$ cat config.mk
export PLATFORM = sky130hd
export DESIGN_NAME = barrel_shifter_pipe
export DESIGN_NICKNAME = d
export VERILOG_FILES = /design/src/rtl/barrel_shifter_pkg.sv /design/src/rtl/barrel_shifter_stage.sv /design/src/rtl/barrel_shifter_pipe.sv
export SDC_FILE = /design/constraint.sdc
export NUM_CORES = 1
export LEC_CHECK = 0
export CORE_UTILIZATION = 25
export DETAILED_ROUTE_END_ITERATION = 8
export PLACE_DENSITY = 0.5
export SLEW_MARGIN = 10
export SYNTH_ARGS = -nofsm -noshare
export SYNTH_HDL_FRONTEND = slang
export SYNTH_HIERARCHICAL = 1
export SYNTH_SLANG_ARGS = --single-unit
$ cat constraint.sdc
create_clock -name clk -period 3.55 [get_ports clk]
set_clock_uncertainty 0.05 [all_clocks]
set_input_delay 0.355 -clock clk [delete_from_list [all_inputs] [get_ports clk]]
set_output_delay 0.355 -clock clk [all_outputs]
set_load 0.1 [all_outputs]
$ cat src/rtl/barrel_shifter_pkg.sv
// Shared encodings for the pipelined barrel shifter.
// Used by the RTL and the testbench so both agree on the dir/op/shift_t meaning.
package barrel_shifter_pkg;

  // dir
  localparam logic DIR_LEFT  = 1'b0;
  localparam logic DIR_RIGHT = 1'b1;

  // op (only meaningful for right shifts)
  localparam logic OP_LOGIC  = 1'b0;
  localparam logic OP_ARITH  = 1'b1;

  // shift_t
  localparam logic SHT_SHIFT = 1'b0;
  localparam logic SHT_ROT   = 1'b1;

endpackage

$ cat src/rtl/barrel_shifter_stage.sv
// One stage of the pipelined barrel shifter: conditionally shifts/rotates by 2**K and registers
// the result together with the operand's control bits, sticky flag and valid.
//
// Ports:
//   clk, rst            clock, synchronous active-high reset
//   up_*_i / up_ready_o  upstream side (operand + control entering this stage)
//   dn_*_o / dn_ready_i  downstream side (registered operand + control leaving this stage)
//
// Build option: BARREL_SHIFTER_PIPE_STICKY_EN adds a per-operand sticky register; without it
// dn_sticky_o is tied low and no sticky state exists.
module barrel_shifter_stage
  import barrel_shifter_pkg::*;
#(
  parameter int unsigned W     = 8,
  parameter int unsigned LOG2W = 3,
  parameter int unsigned K     = 0
) (
  input  logic             clk,
  input  logic             rst,
  input  logic             up_valid_i,
  output logic             up_ready_o,
  input  logic [W-1:0]     up_data_i,
  input  logic             up_dir_i,
  input  logic             up_op_i,
  input  logic             up_sht_i,
  input  logic [LOG2W-1:0] up_sel_i,
  input  logic             up_sticky_i,
  output logic             dn_valid_o,
  input  logic             dn_ready_i,
  output logic [W-1:0]     dn_data_o,
  output logic             dn_dir_o,
  output logic             dn_op_o,
  output logic             dn_sht_o,
  output logic [LOG2W-1:0] dn_sel_o,
  output logic             dn_sticky_o
);

  localparam int unsigned Amt = 1 << K;
  localparam logic [W-1:0] AllOnes = {W{1'b1}};
  // Bits that fall off the bottom on a right shift / off the top on a left shift.
  localparam logic [W-1:0] LowMask  = ~(AllOnes << Amt);
  localparam logic [W-1:0] HighMask = ~(AllOnes >> Amt);

  logic             valid_q;
  logic [W-1:0]     data_q;
  logic             dir_q, op_q, sht_q;
  logic [LOG2W-1:0] sel_q;

  logic [W-1:0] shl, shr, fill, res;
  logic         disc;

  // Accept when empty or when the held operand leaves this cycle, so bubbles collapse.
  assign up_ready_o = !valid_q || dn_ready_i;

  always_comb begin
    shl  = up_data_i << Amt;
    shr  = up_data_i >> Amt;
    fill = (up_op_i == OP_ARITH && up_data_i[W-1]) ? HighMask : '0;
    res  = up_data_i;
    disc = 1'b0;
    if (up_sel_i[K]) begin
      if (up_sht_i == SHT_ROT) begin
        res = (up_dir_i == DIR_RIGHT) ? (shr | (up_data_i << (W - Amt)))
                                      : (shl | (up_data_i >> (W - Amt)));
      end else if (up_dir_i == DIR_RIGHT) begin
        res  = shr | fill;
        disc = |(up_data_i & LowMask);
      end else begin
        res  = shl;
        disc = |(up_data_i & HighMask);
      end
    end
  end

  always_ff @(posedge clk) begin
    if (rst) begin
      valid_q <= 1'b0;
      data_q  <= '0;
      dir_q   <= 1'b0;
      op_q    <= 1'b0;
      sht_q   <= 1'b0;
      sel_q   <= '0;
    end else if (up_ready_o) begin
      valid_q <= up_valid_i;
      if (up_valid_i) begin
        data_q <= res;
        dir_q  <= up_dir_i;
        op_q   <= up_op_i;
        sht_q  <= up_sht_i;
        sel_q  <= up_sel_i;
      end
    end
  end

`ifdef BARREL_SHIFTER_PIPE_STICKY_EN
  logic sticky_q;

  always_ff @(posedge clk) begin
    if (rst) begin
      sticky_q <= 1'b0;
    end else if (up_ready_o && up_valid_i) begin
      sticky_q <= up_sticky_i | disc;
    end
  end

  assign dn_sticky_o = sticky_q;
`else
  logic unused_sticky;
  assign unused_sticky = up_sticky_i ^ disc;
  assign dn_sticky_o   = 1'b0;
`endif

  assign dn_valid_o = valid_q;
  assign dn_data_o  = data_q;
  assign dn_dir_o   = dir_q;
  assign dn_op_o    = op_q;
  assign dn_sht_o   = sht_q;
  assign dn_sel_o   = sel_q;

endmodule

$ cat src/rtl/barrel_shifter_pipe.sv
// Pipelined barrel shifter with valid/ready handshakes: LOG2W registered stages, stage k
// shifting or rotating by 2**k when sel[k] is set. Latency LOG2W, throughput 1/cycle.
//
// Ports:
//   clk, rst              clock, synchronous active-high reset
//   in_valid / in_ready   operand handshake
//   dir, op, shift_t, sel operation control (see barrel_shifter_pkg), shift amount
//   in                    operand
//   out_valid / out_ready result handshake
//   out, sticky           result, OR of discarded bits
//   occ                   operands currently in flight (0..LOG2W)
//
// Build option: BARREL_SHIFTER_PIPE_STICKY_EN enables sticky tracking; otherwise sticky = 0.
module barrel_shifter_pipe
  import barrel_shifter_pkg::*;
#(
  parameter int unsigned W     = 8,
  parameter int unsigned LOG2W = 3
) (
  input  logic             clk,
  input  logic             rst,
  input  logic             in_valid,
  output logic             in_ready,
  input  logic             dir,
  input  logic             op,
  input  logic             shift_t,
  input  logic [LOG2W-1:0] sel,
  input  logic [W-1:0]     in,
  output logic             out_valid,
  input  logic             out_ready,
  output logic [W-1:0]     out,
  output logic             sticky,
  output logic [LOG2W:0]   occ
);

  if (W != (1 << LOG2W)) begin : g_bad_cfg
    $error("barrel_shifter_pipe: W must equal 2**LOG2W");
  end

  for (genvar k = 0; k < LOG2W; k++) begin : g_stage
    logic             up_valid, up_dir, up_op, up_sht, up_sticky, dn_ready;
    logic [W-1:0]     up_data;
    logic [LOG2W-1:0] up_sel;
    logic             ready, s_valid, s_dir, s_op, s_sht, s_sticky;
    logic [W-1:0]     s_data;
    logic [LOG2W-1:0] s_sel;

    if (k == 0) begin : g_first
      assign up_valid  = in_valid;
      assign up_data   = in;
      assign up_dir    = dir;
      assign up_op     = op;
      assign up_sht    = shift_t;
      assign up_sel    = sel;
      assign up_sticky = 1'b0;
    end else begin : g_chain
      assign up_valid  = g_stage[k-1].s_valid;
      assign up_data   = g_stage[k-1].s_data;
      assign up_dir    = g_stage[k-1].s_dir;
      assign up_op     = g_stage[k-1].s_op;
      assign up_sht    = g_stage[k-1].s_sht;
      assign up_sel    = g_stage[k-1].s_sel;
      assign up_sticky = g_stage[k-1].s_sticky;
    end

    if (k == LOG2W - 1) begin : g_last
      assign dn_ready = out_ready;
    end else begin : g_inner
      assign dn_ready = g_stage[k+1].ready;
    end

    barrel_shifter_stage #(
      .W     (W),
      .LOG2W (LOG2W),
      .K     (k)
    ) u_stage (
      .clk         (clk),
      .rst         (rst),
      .up_valid_i  (up_valid),
      .up_ready_o  (ready),
      .up_data_i   (up_data),
      .up_dir_i    (up_dir),
      .up_op_i     (up_op),
      .up_sht_i    (up_sht),
      .up_sel_i    (up_sel),
      .up_sticky_i (up_sticky),
      .dn_valid_o  (s_valid),
      .dn_ready_i  (dn_ready),
      .dn_data_o   (s_data),
      .dn_dir_o    (s_dir),
      .dn_op_o     (s_op),
      .dn_sht_o    (s_sht),
      .dn_sel_o    (s_sel),
      .dn_sticky_o (s_sticky)
    );
  end

  assign in_ready  = g_stage[0].ready;
  assign out_valid = g_stage[LOG2W-1].s_valid;
  assign out       = g_stage[LOG2W-1].s_data;
  assign sticky    = g_stage[LOG2W-1].s_sticky;

  // Control bits are spent by the time the operand leaves the last stage.
  logic unused_ctrl;
  assign unused_ctrl = ^{g_stage[LOG2W-1].s_dir, g_stage[LOG2W-1].s_op,
                         g_stage[LOG2W-1].s_sht, g_stage[LOG2W-1].s_sel};

  logic [LOG2W:0] occ_q, occ_d;
  logic           accept, emit;

  assign accept = in_valid && in_ready;
  assign emit   = out_valid && out_ready;

  always_comb begin
    occ_d = occ_q;
    if (accept && !emit) begin
      occ_d = occ_q + 1'b1;
    end else if (!accept && emit) begin
      occ_d = occ_q - 1'b1;
    end
  end

  always_ff @(posedge clk) begin
    if (rst) begin
      occ_q <= '0;
    end else begin
      occ_q <= occ_d;
    end
  end

  assign occ = occ_q;

endmodule

## Yosys cells after proc, flatten, opt, wreduce, memory -nomap -nowiden

Index checks and enable logic that the tools add are counted.

- Register bits: 43
- Input port bits: 18
- Output and inout port bits: 15
- Logic and storage cells: 60

- Add/sub/neg operators: 2
- Mux-type cells: 16
- Bitwise logic cells: 8
- Reduce and logical (&&, ||, !) cells: 19

Operator list:

| operator | count |
|---|---|
| $mux W8 | 14 |
| $or A4 B8 Y8 | 2 |
| $or A6 B8 Y8 | 2 |
| $or A7 B8 Y8 | 2 |
| $mux W4 | 2 |
| $or A8 B1 Y8 | 1 |
| $or A8 B2 Y8 | 1 |
| $logic_and A1 B1 Y1 | 7 |
| $reduce_and A2 Y1 | 3 |
| $logic_not A1 Y1 | 5 |
| $add A4 B1 Y4 const B | 1 |
| $sub A4 B1 Y4 const B | 1 |
| $logic_or A1 B1 Y1 | 3 |
| $reduce_bool A2 Y1 | 1 |

## Depth between registers and ports, before layout

Gate-level depths: netlist of the first run.

- Depth after elaboration: 9
- Depth in mapped cells: 13

## By module

The synthesis of the first run kept the hierarchy.

By module, submodules not included:

| module | instances | cells an instance | area each (um^2) | sequential area each (um^2) |
|---|---|---|---|---|
| barrel_shifter_stage at g_stage[2].u_stage | 1 | 87 | 767.0 | 300.3 |
| barrel_shifter_stage at g_stage[1].u_stage | 1 | 93 | 739.5 | 300.3 |
| barrel_shifter_stage at g_stage[0].u_stage | 1 | 90 | 732.0 | 300.3 |
| barrel_shifter_pipe | 1 | 29 | 255.2 | 80.1 |

## Worst setup path before layout of the first run

Ideal clock, no wire load.

- Kind: register to register
- Start point: reg g_stage[2].u_stage.valid_q
- End point: reg occ_q[3] (netlist: occ[3])
- Setup time: 123 ps
- Arrival: 3503 ps
- Data required time: 3377 ps
- Setup slack: -126 ps
- Cell stages (with the launch flop): 14
- Path buffers: 1
- Path through: dfxtp_1 > nor2b_4 > inv_4 > buf_6 > nand2b_4 > nand2b_4 > and2_1 > ha_1 > inv_1 > ha_1 > a21oi_1 > a211oi_1 > a31oi_1 > mux2_1

- Cells in the longest elaborated chain, start to end: 8
- Elaborated cells between the ends (all ways): 12
- Those cells by class: mux (1); reduce/logical (11)

Ends and longest elaborated chain:

| item | line | text |
|---|---|---|
| from (decl) | barrel_shifter_stage.sv:44 | `logic valid_q;` |
| from (signal assigned) | barrel_shifter_stage.sv:84 | `valid_q <= up_valid_i;` |
| $logic_not A1 Y1 (*) | barrel_shifter_stage.sv:53 | `assign up_ready_o = !valid_q \|\| dn_ready_i;` |
| $logic_or A1 B1 Y1 (*) | barrel_shifter_stage.sv:53 |  |
| named net g_stage[1].dn_ready | barrel_shifter_pipe.sv:41 | `logic up_valid, up_dir, up_op, up_sht, up_sticky, dn_ready;` |
| $logic_or A1 B1 Y1 (*) | barrel_shifter_stage.sv:53 |  |
| named net g_stage[0].dn_ready | barrel_shifter_pipe.sv:41 |  |
| $logic_or A1 B1 Y1 (*) | barrel_shifter_stage.sv:53 |  |
| named net in_ready | barrel_shifter_pipe.sv:23 | `output logic in_ready,` |
| $logic_and A1 B1 Y1 (*) | barrel_shifter_pipe.sv:111 | `assign accept = in_valid && in_ready;` |
| $logic_not A1 Y1 | barrel_shifter_pipe.sv:118 | `end else if (!accept && emit) begin` |
| $logic_and A1 B1 Y1 | barrel_shifter_pipe.sv:118 |  |
| $reduce_bool A2 Y1 (no source line) | n/a |  |
| to (signal assigned) | barrel_shifter_pipe.sv:125 | `occ_q <= '0;` |
| to (signal assigned) | barrel_shifter_pipe.sv:127 | `occ_q <= occ_d;` |
| to (decl) | barrel_shifter_pipe.sv:108 | `logic [LOG2W:0] occ_q, occ_d;` |

The timed path passes the listed nets; every way through them passes the cells marked *.
A chain may end at the register's enable or synchronous reset.

## Final worst setup path of the first run

- Start point: in out_ready
- End point: reg occ_q[3] (netlist: occ[3])

- Cells in the longest elaborated chain, start to end: 7
- Elaborated cells between the ends (all ways): 11
- Those cells by class: mux (1); reduce/logical (10)

Ends and longest elaborated chain:

| item | line | text |
|---|---|---|
| from (decl) | barrel_shifter_pipe.sv:30 | `input logic out_ready,` |
| $logic_or A1 B1 Y1 (*) | barrel_shifter_stage.sv:53 |  |
| named net g_stage[1].dn_ready | barrel_shifter_pipe.sv:41 |  |
| $logic_or A1 B1 Y1 (*) | barrel_shifter_stage.sv:53 |  |
| named net g_stage[0].dn_ready | barrel_shifter_pipe.sv:41 |  |
| $logic_or A1 B1 Y1 (*) | barrel_shifter_stage.sv:53 |  |
| $logic_and A1 B1 Y1 (*) | barrel_shifter_pipe.sv:111 |  |
| $logic_not A1 Y1 | barrel_shifter_pipe.sv:118 |  |
| $logic_and A1 B1 Y1 | barrel_shifter_pipe.sv:118 |  |
| $reduce_bool A2 Y1 (no source line) | n/a |  |

Marked as above.

==> results of run 1 <==
cells in the final DEF, fill, tap and decap left out, types with 2 or more instances in the layout:
master and count:
nor2_1 10, nand4_1 3, a31oi_1 2, nor3b_1 3, ha_1 3, dfxtp_1 39, nand2_1 58, nand3_1 5
clkbuf_8 7, buf_4 3, and2_4 2, o221ai_1 8, nand4b_1 2, nand2b_1 9, o211ai_1 17, inv_1 7
a21oi_1 37, clkdlybuf4s50_1 30, mux2i_1 11, nand2b_4 2
sequential cells by signal, summed over array words and instances, names as in the netlist:
| name | flops |
|---|---|
| g_stage.u_stage/dn_data_o | 24 |
| g_stage.u_stage/dn_dir_o | 2 |
| g_stage.u_stage/dn_op_o | 2 |
| g_stage.u_stage/dn_sel_o | 3 |
| g_stage.u_stage/dn_sht_o | 2 |
| g_stage.u_stage/dn_valid_o | 3 |
| occ | 4 |
critical path, stage by stage:
cell             delay (ns)
clkdlybuf4s50_1        0.46
nor2b_4                0.19
inv_4                  0.09
nand2b_4               0.16
nand2b_4               0.17
and2_1                 0.14
ha_1                   0.19
inv_1                  0.12
ha_1                   0.28
a21oi_1                0.20
a211oi_1               0.10
a31oi_1                0.18
mux2_1                 0.33
metrics by stage:
stage	util, %	instances	hold WS [ns]	setup WS, ns	instance area (um2)
finish	30.6	382	0.428	0.711	2540
global route	30.6	382	0.446	0.527	2540
CTS	30.6	382	0.424	0.711	2540
detailed placement	29.4	375	0.413	0.418	2440
global placement	29.4	375	0.412	0.460	2440
floorplan	-	258	0.374	0.305	2160
final timing paths:
check,startpoint,endpoint,slack [ns],cells past startpoint
worst min-delay path,g_stage[0].u_stage/dn_sel_o[2],g_stage[0].u_stage/dn_sel_o[2],0.43,2
worst max-delay path,out_ready,occ[3],0.71,13
worst max register to register,g_stage[2].u_stage/dn_valid_o,occ[3],0.90,12
worst min register to register,g_stage[0].u_stage/dn_sel_o[2],g_stage[0].u_stage/dn_sel_o[2],0.43,2
power by group:
part | internal [uW] | switching [uW] | total (uW)
registers | 474 | 29.8 | 503
logic | 81.7 | 147 | 229
clock network | 173 | 152 | 326
total | 728 | 329 | 1060
final cells by class:
cell class	instances	area (um2)
tap	105	131
multi-input combinational	189	1150
inverter	8	32.5
clock buffer	7	96.3
fill	908	5760
sequential	40	802
timing repair buffer	33	323
layer usage:
layer | wire length, um | global-route usage (%) | vias up
met2 | 1960 | 17.4 | 45
met3 | 191 | 2.33 | 2
met4 | 23 | 3.41 | 0
met5 | 0 | 0 | -
li1 | - | - | 935
met1 | 2440 | 16.0 | 819
==> results.toml, run 1 <==
[yosys]
synth.avg_cell_area_um2 = 8.37
yosys_warnings = 6
netlist_area_mm2 = 0.00216
syn_nets = 280
netlist_instances = 258

[drt]
totalWireLength_um = 4610
firstDrtPassIters = 4
drt_iter0_markers = 114
vias = 1801
postRouteAntennaNets = 0
vias_per_cell = 4.71
drc = 0
wl_per_cell_um = 12.1

[cts]
postCtsHoldBufs = 0
cts_resized = 0
cts_setup_buffers = 0
ctsHtreeMaxLevel = 2
cts_tree = "done"
clock-sinks = 40
clockRootBuffer = "clkbuf_8"
path_clk_slew_ns = 0.07
cts.path.max_buffers = 2
insertion_delay_ns = 0.28
numCtsBuffers = 5

[place]
place.gp.congestion = 0.743
hpwl_um = 3480
port_buffers = 31

[outcome]
outcome = "complete, no violations"

[floorplan]
die_x_um = 94.9
die_h_um = 94.9
io_pins = 33
rows = 33
initial_core_util_pct = 26.0
design.die.area_mm2 = 0.00901
core_region_area_mm2 = 0.00830

[global_routing]
track_usage_pct = 11.4
grt_first_pass_wirelength_um = 8120
grt.overflow.total = 0
grt_max_degree = 22
antenna_found_initial = 0
grt_pass1_vias = 1706

[timing]
setup_tns_ns = 0
relSlewSlack_pct = 35.5
post-route-period-util_pct = 80.0
maxSlewViolCount = 0
min_period_ns = 2.84
worst_pin_slew_ns = 0.965
timing.fmax_mhz = 352
hold_viol = 0
finalSetupViolations = 0
rsz0062_at_grt = "no"

[critical_path]
setup.worst_path.end_class = "register"
required_ns = 3.67
cp-start-kind = "input port"
cp_max_fo = 12
arrival_ns = 2.96
worstSetupPathType = "input port to register"

[job]
maxCapViolCount = 0

[layout]
finalNetCount = 299
diodes = 0
final_layout_size_suffix_gt1_share_pct = 7.58
syn_to_final_growth_pct = 17.6

[power]
p_leak_uw = 0.000864
ir_worst_vdd_uv = 177
pwr_density_cell_mw_per_mm2 = 417
finalPower_uw = 1060

[hold_path]
hp-class = "register to register"
No activity file was read; power rests on OpenSTA's default activity.
==> run 2, diff against run 1 <==
==> constraint.sdc (replaced) <==
create_clock -name clk -period 3 [get_ports clk]
set_clock_uncertainty 0.05 [all_clocks]
set_input_delay 0.3 -clock clk [delete_from_list [all_inputs] [get_ports clk]]
set_output_delay 0.3 -clock clk [all_outputs]
set_load 0.1 [all_outputs]
==> run 2 against run 1 <==
Routed wire length rose by 1.3%. Total power rose by 17%. Largest cell class unchanged. Hold slack got worse by 0.014 ns. Clock-buffer cell count rose by 1. Setup slack got worse by 0.37 ns. Critical path depth did not move. Non-clock buffer count rose by 2.
==> results.toml, run 2 (synthesis results as in run 1) <==
[timing]
min_period_ns = 2.66
post-route-period-util_pct = 88.6
worst_pin_slew_ns = 0.632
timing.fmax_mhz = 376
rsz0062_at_grt = "no"
finalSetupViolations = 0
setup_tns_ns = 0
hold_viol = 0
maxSlewViolCount = 0
relSlewSlack_pct = 57.7

[floorplan]
io_pins = 33
die_h_um = 94.9
initial_core_util_pct = 26.0
rows = 33
die_x_um = 94.9
design.die.area_mm2 = 0.00901
core_region_area_mm2 = 0.00830

[place]
hpwl_um = 3460
place.gp.congestion = 0.798
port_buffers = 31

[layout]
layout.cells.most_common = "nand2_1"
final_layout_size_suffix_gt1_share_pct = 13.9
largest_register_ffs = 24
fillers = 896
finalNetCount = 301
syn_to_final_growth_pct = 17.5
fin_util_pct = 30.6
diodes = 0
final_cell_mix = "nand2_1 (58), dfxtp_1 (39), a21oi_1 (36), buf_4 (18)"

[critical_path]
cp_max_fo = 5
setup.worst_path.end_class = "register"
arrival_ns = 2.78
required_ns = 3.13
cp_common_cell = "nand2b_4"
crit_chain = "clkdlybuf4s50_1 -> nor2b_4 -> inv_4 -> nand2b_4 -> nand2b_4 -> and2_4 -> ha_1 -> inv_2 -> ha_4 -> a21oi_2 -> a211oi_1 -> a31oi_1 -> mux2_1"
worstSetupPathType = "input port to register"
cp_slowest_stage_delay_ns = 0.46
cp-start-kind = "input port"
cp_slowest_cell = "clkdlybuf4s50_1"

[cts]
cts_tree = "done"
cts_resized = 0
postCtsHoldBufs = 0
clock-sinks = 40
ctsHtreeMaxLevel = 2
clockRootBuffer = "clkbuf_8"
cts.path.max_buffers = 2
cts_setup_buffers = 0
path_clk_slew_ns = 0.07
numCtsBuffers = 5
insertion_delay_ns = 0.29

[drt]
postRouteAntennaNets = 0
vias_per_cell = 4.71
firstDrtPassIters = 4
wl_per_cell_um = 12.1
drt_iter0_markers = 67
drc = 0
vias = 1814
totalWireLength_um = 4670

[global_routing]
grt_first_pass_wirelength_um = 7870
grt_pass1_vias = 1590
antenna_found_initial = 0
grt.overflow.total = 0
track_usage_pct = 11.1
grt_max_degree = 20

[power]
p_leak_uw = 0.000895
ir_worst_vdd_uv = 150
pwr_density_cell_mw_per_mm2 = 488

[hold_path]
hp-class = "register to register"

[outcome]
outcome = "complete, no violations"

[job]
maxCapViolCount = 0
## run 2: cell types whose count changed in the layout (fill, tap and decap cells not counted), sizes merged
cell,change
buf,+15
clkdlybuf4s50,-13
clkbuf,+1
## run 2: final cells by class
cell class              count  area [um2]  area share, %
clock buffers               8        90.1           3.55
well taps                 105         131           5.18
inverters                   8        32.5           1.28
multi-input cells         189        1170           46.3
repair buffers             35         305           12.0
flip-flops and latches     40         805           31.7
## run 2: report_power, final
part,total (uW),internal (uW),leakage (uW),switching [uW]
Clock,368,188,0.0000455,180
Sequential,595,560,0.000328,35.7
Combinational,276,97.8,0.000521,178
Total,1240,845,0.000895,393
## run 2: final timing paths
kind,startpoint,slack [ns],depth (start not counted),to
setup / recovery,out_ready,0.34,13,occ[3]
hold / removal,g_stage[0].u_stage/dn_sel_o[2],0.41,2,g_stage[1].u_stage/dn_sel_o[2]
setup reg to reg,g_stage[2].u_stage/dn_valid_o,0.47,12,occ[3]
hold reg to reg,g_stage[0].u_stage/dn_sel_o[2],0.41,2,g_stage[1].u_stage/dn_sel_o[2]
## run 2: worst max-delay path: cells and delay by family
family	cells	cell delay, ns
AND/OR/NAND/NOR	4	0.65
buffers and inverters	3	0.61
AO/OA/AOI/OAI	3	0.47
adder cells (fa/ha/maj)	2	0.41
multiplexers	1	0.35
## run 2: per-stage QoR
| stage | setup slack [ns] | hold slack (ns) | instance area, um2 | cells | power, uW |
|---|---|---|---|---|---|
| after floorplan | 0.0161 | 0.319 | 2180 | 258 | 822 |
| after global placement | 0.141 | 0.404 | 2450 | 377 | 881 |
| after detailed placement | 0.0556 | 0.406 | 2450 | 377 | 885 |
| after CTS | 0.351 | 0.418 | 2540 | 385 | 1260 |
| after global routing | 0.235 | 0.433 | 2540 | 385 | 1320 |
| final | 0.342 | 0.413 | 2540 | 385 | 1240 |
## run 2: layer usage
metal,vias to the layer above,part of all wire (%),global-route usage (%)
met3,5,4.2,2.17
met5,-,0,0
met1,830,53,16.1
met4,0,0.92,3.41
met2,34,42,16.4
li1,945,-,-
==> variant: new RTL, flow settings as in run 2 <==
Add a define of `BARREL_SHIFTER_PIPE_STICKY_EN`.
--- a/src/rtl/barrel_shifter_stage.sv
+++ b/src/rtl/barrel_shifter_stage.sv
@@ -8,6 +8,8 @@
 //
 // Build option: BARREL_SHIFTER_PIPE_STICKY_EN adds a per-operand sticky register; without it
 // dn_sticky_o is tied low and no sticky state exists.
+`define BARREL_SHIFTER_PIPE_STICKY_EN
+
 module barrel_shifter_stage
   import barrel_shifter_pkg::*;
 #(
Formal check against the unedited RTL: not equivalent (a bounded check fails within 4 cycles, from zero or initial values and one cycle with rst high).
==> variant against run 2 <==
Routed wire length up 14%; sequential cell count up 3; cell count increased by 13%; maximum frequency rose by 3.0%; count of clock-buffer cells in the layout is 1 lower; largest power group unchanged; non-clock buffer count grew 3; total power up 4.6%; combinational power up 7.2%; setup slack better by 77 ps; sequential power grew 8.4%; worst hold slack gained 5.6 ps; synthesized area up 11%; final area increased by 11%; synthesized cell count up 11%.
==> variant: results (changes against run 2) <==
Outcome
  • Run status: completed

Clocking
  • Worst-path clk slew: 80 ps
  • CTS buffer count: 5 (unchanged)
  • Clock latency on the worst-skew pair: 290 ps (about the same)
  • PostCTS Resize Cnt: 0 (unchanged)
  • Total setup buffers inserted after CTS: 0 (unchanged)
  • H-tree depth: 2 (unchanged)
  • CTS Root Cell: clkbuf_8
  • Max Buffers Root-to-Sink: 2 (unchanged)

Routing
  • Post-Route WL: 5.334 mm (+14%)
  • Number of DRC markers in iteration 0: 87 (+30%)
  • First-pass DRT Iterations: 4 (unchanged)
  • Via-per-instance ratio: 4.601 (-2.3%)

Place
  • Number of buffer cells added on primary ports: 32 (+3.2%)
  • DP HPWL: 3.892 mm (+13%)
  • Gpl congestion: 0.7941 (-0.44%)

Setup path
  • Slowest stage delay, CP: 410 ps (-50 ps)
  • CP delay by family, top: simple AND/OR/NAND/NOR gates
  • Crit Path Max Fanout: 4 (-1)
  • Critical-path top delay cell: clkdlybuf4s50_1
  • Crit path DAT: 2710 ps (-70 ps)

Power
  • Leakage Power: 0.9796 nW (+9.5%)
  • Worst VDD drop: 141.0 uV (-6.2%)

Synthesis
  • Synthesized net count: 308 (+10%)
  • Ys Warns: 6 (unchanged)

Global routing
  • Largest net degree at the start of global routing: 33 (+65%)
  • Vias in the first global route: 1898 (+19%)
  • Initial antenna violation count: 0 (unchanged)
  • Total GRT Usage: 11.52% (+0.40 points)
  • First-pass GRT wire length: 9.342 mm (+19%)

Layout
  • Ant diodes: 0 (unchanged)
  • Share of post-route cells with drive strength above 1: 16.39% (+2.5 points)
  • # fillers: 1002 (+12%)
  • NumNets Final: 326 (+8.3%)
  • Max FFs per register: 24 (unchanged)

STA
  • Worst Max-Slew Pin Slew: 701.7 ps (+69.80 ps)

Min path
  • Class of the worst hold path: reg -> reg
## variant: layout make-up
class | instances | area share [%]
Timing Repair Buffer | 38 | 12.12
Multi-Input combinational cell | 209 | 47.33
Inverter | 7 | 1.114
Tap cell | 129 | 5.749
Clock buffer | 7 | 2.718
Clock inverter | 1 | 0.1783
Sequential cell | 43 | 30.79
## variant: report_power, final
part	switching (mW)	internal (mW)	total, mW	leakage [nW]
Clock	0.191	0.164	0.355	0.0422
Sequential	0.0427	0.602	0.645	0.353
Combinational	0.190	0.107	0.296	0.585
## variant: path summary, 6_finish.rpt
check | start | to | slack (ps) | depth (start not counted)
setup / recovery | out_ready | occ[3]$_SDFFE_PP0P_ | 420 | 13
hold / removal | g_stage[0].u_stage/dn_sel_o[2]$_SDFFE_PP0P_ | g_stage[0].u_stage/dn_sel_o[2]$_SDFFE_PP0P_ | 420 | 2
setup reg to reg | g_stage[2].u_stage/dn_valid_o$_SDFFE_PP0N_ | occ[3]$_SDFFE_PP0P_ | 570 | 12
hold reg to reg | g_stage[0].u_stage/dn_sel_o[2]$_SDFFE_PP0P_ | g_stage[0].u_stage/dn_sel_o[2]$_SDFFE_PP0P_ | 420 | 2
## variant: routing by layer
layer / vias to the layer above / global-route usage, % / wire length [microns]
li1: 1043 / - / -
met1: 919 / 15.83 / 2743
met2: 30 / 18.36 / 2386
met3: 5 / 2.298 / 156
met4: 0 / 3.054 / 48
met5: - / 0 / 0
## variant: per-stage QoR
| step | instances | hold slack (ps) | utilization (%) | worst slack (ps) | cell area (sq um) |
|---|---|---|---|---|---|
| after global routing | 434 | 454.6 | 30.39 | 248.3 | 2808 |
| after floorplan | 286 | 322.4 | - | 5.094 | 2417 |
| after CTS | 434 | 424.7 | 30.39 | 412.3 | 2808 |
| after global placement | 426 | 403.0 | 29.51 | 129.7 | 2726 |
| after detailed placement | 426 | 412.2 | 29.51 | 109.0 | 2726 |
| final | 434 | 418.8 | 30.39 | 418.8 | 2808 |
## variant: worst min-delay path: stages (launching register included)
cell and delay, ps:
dfxtp_1 320, nand2_1 50, a21oi_1 50
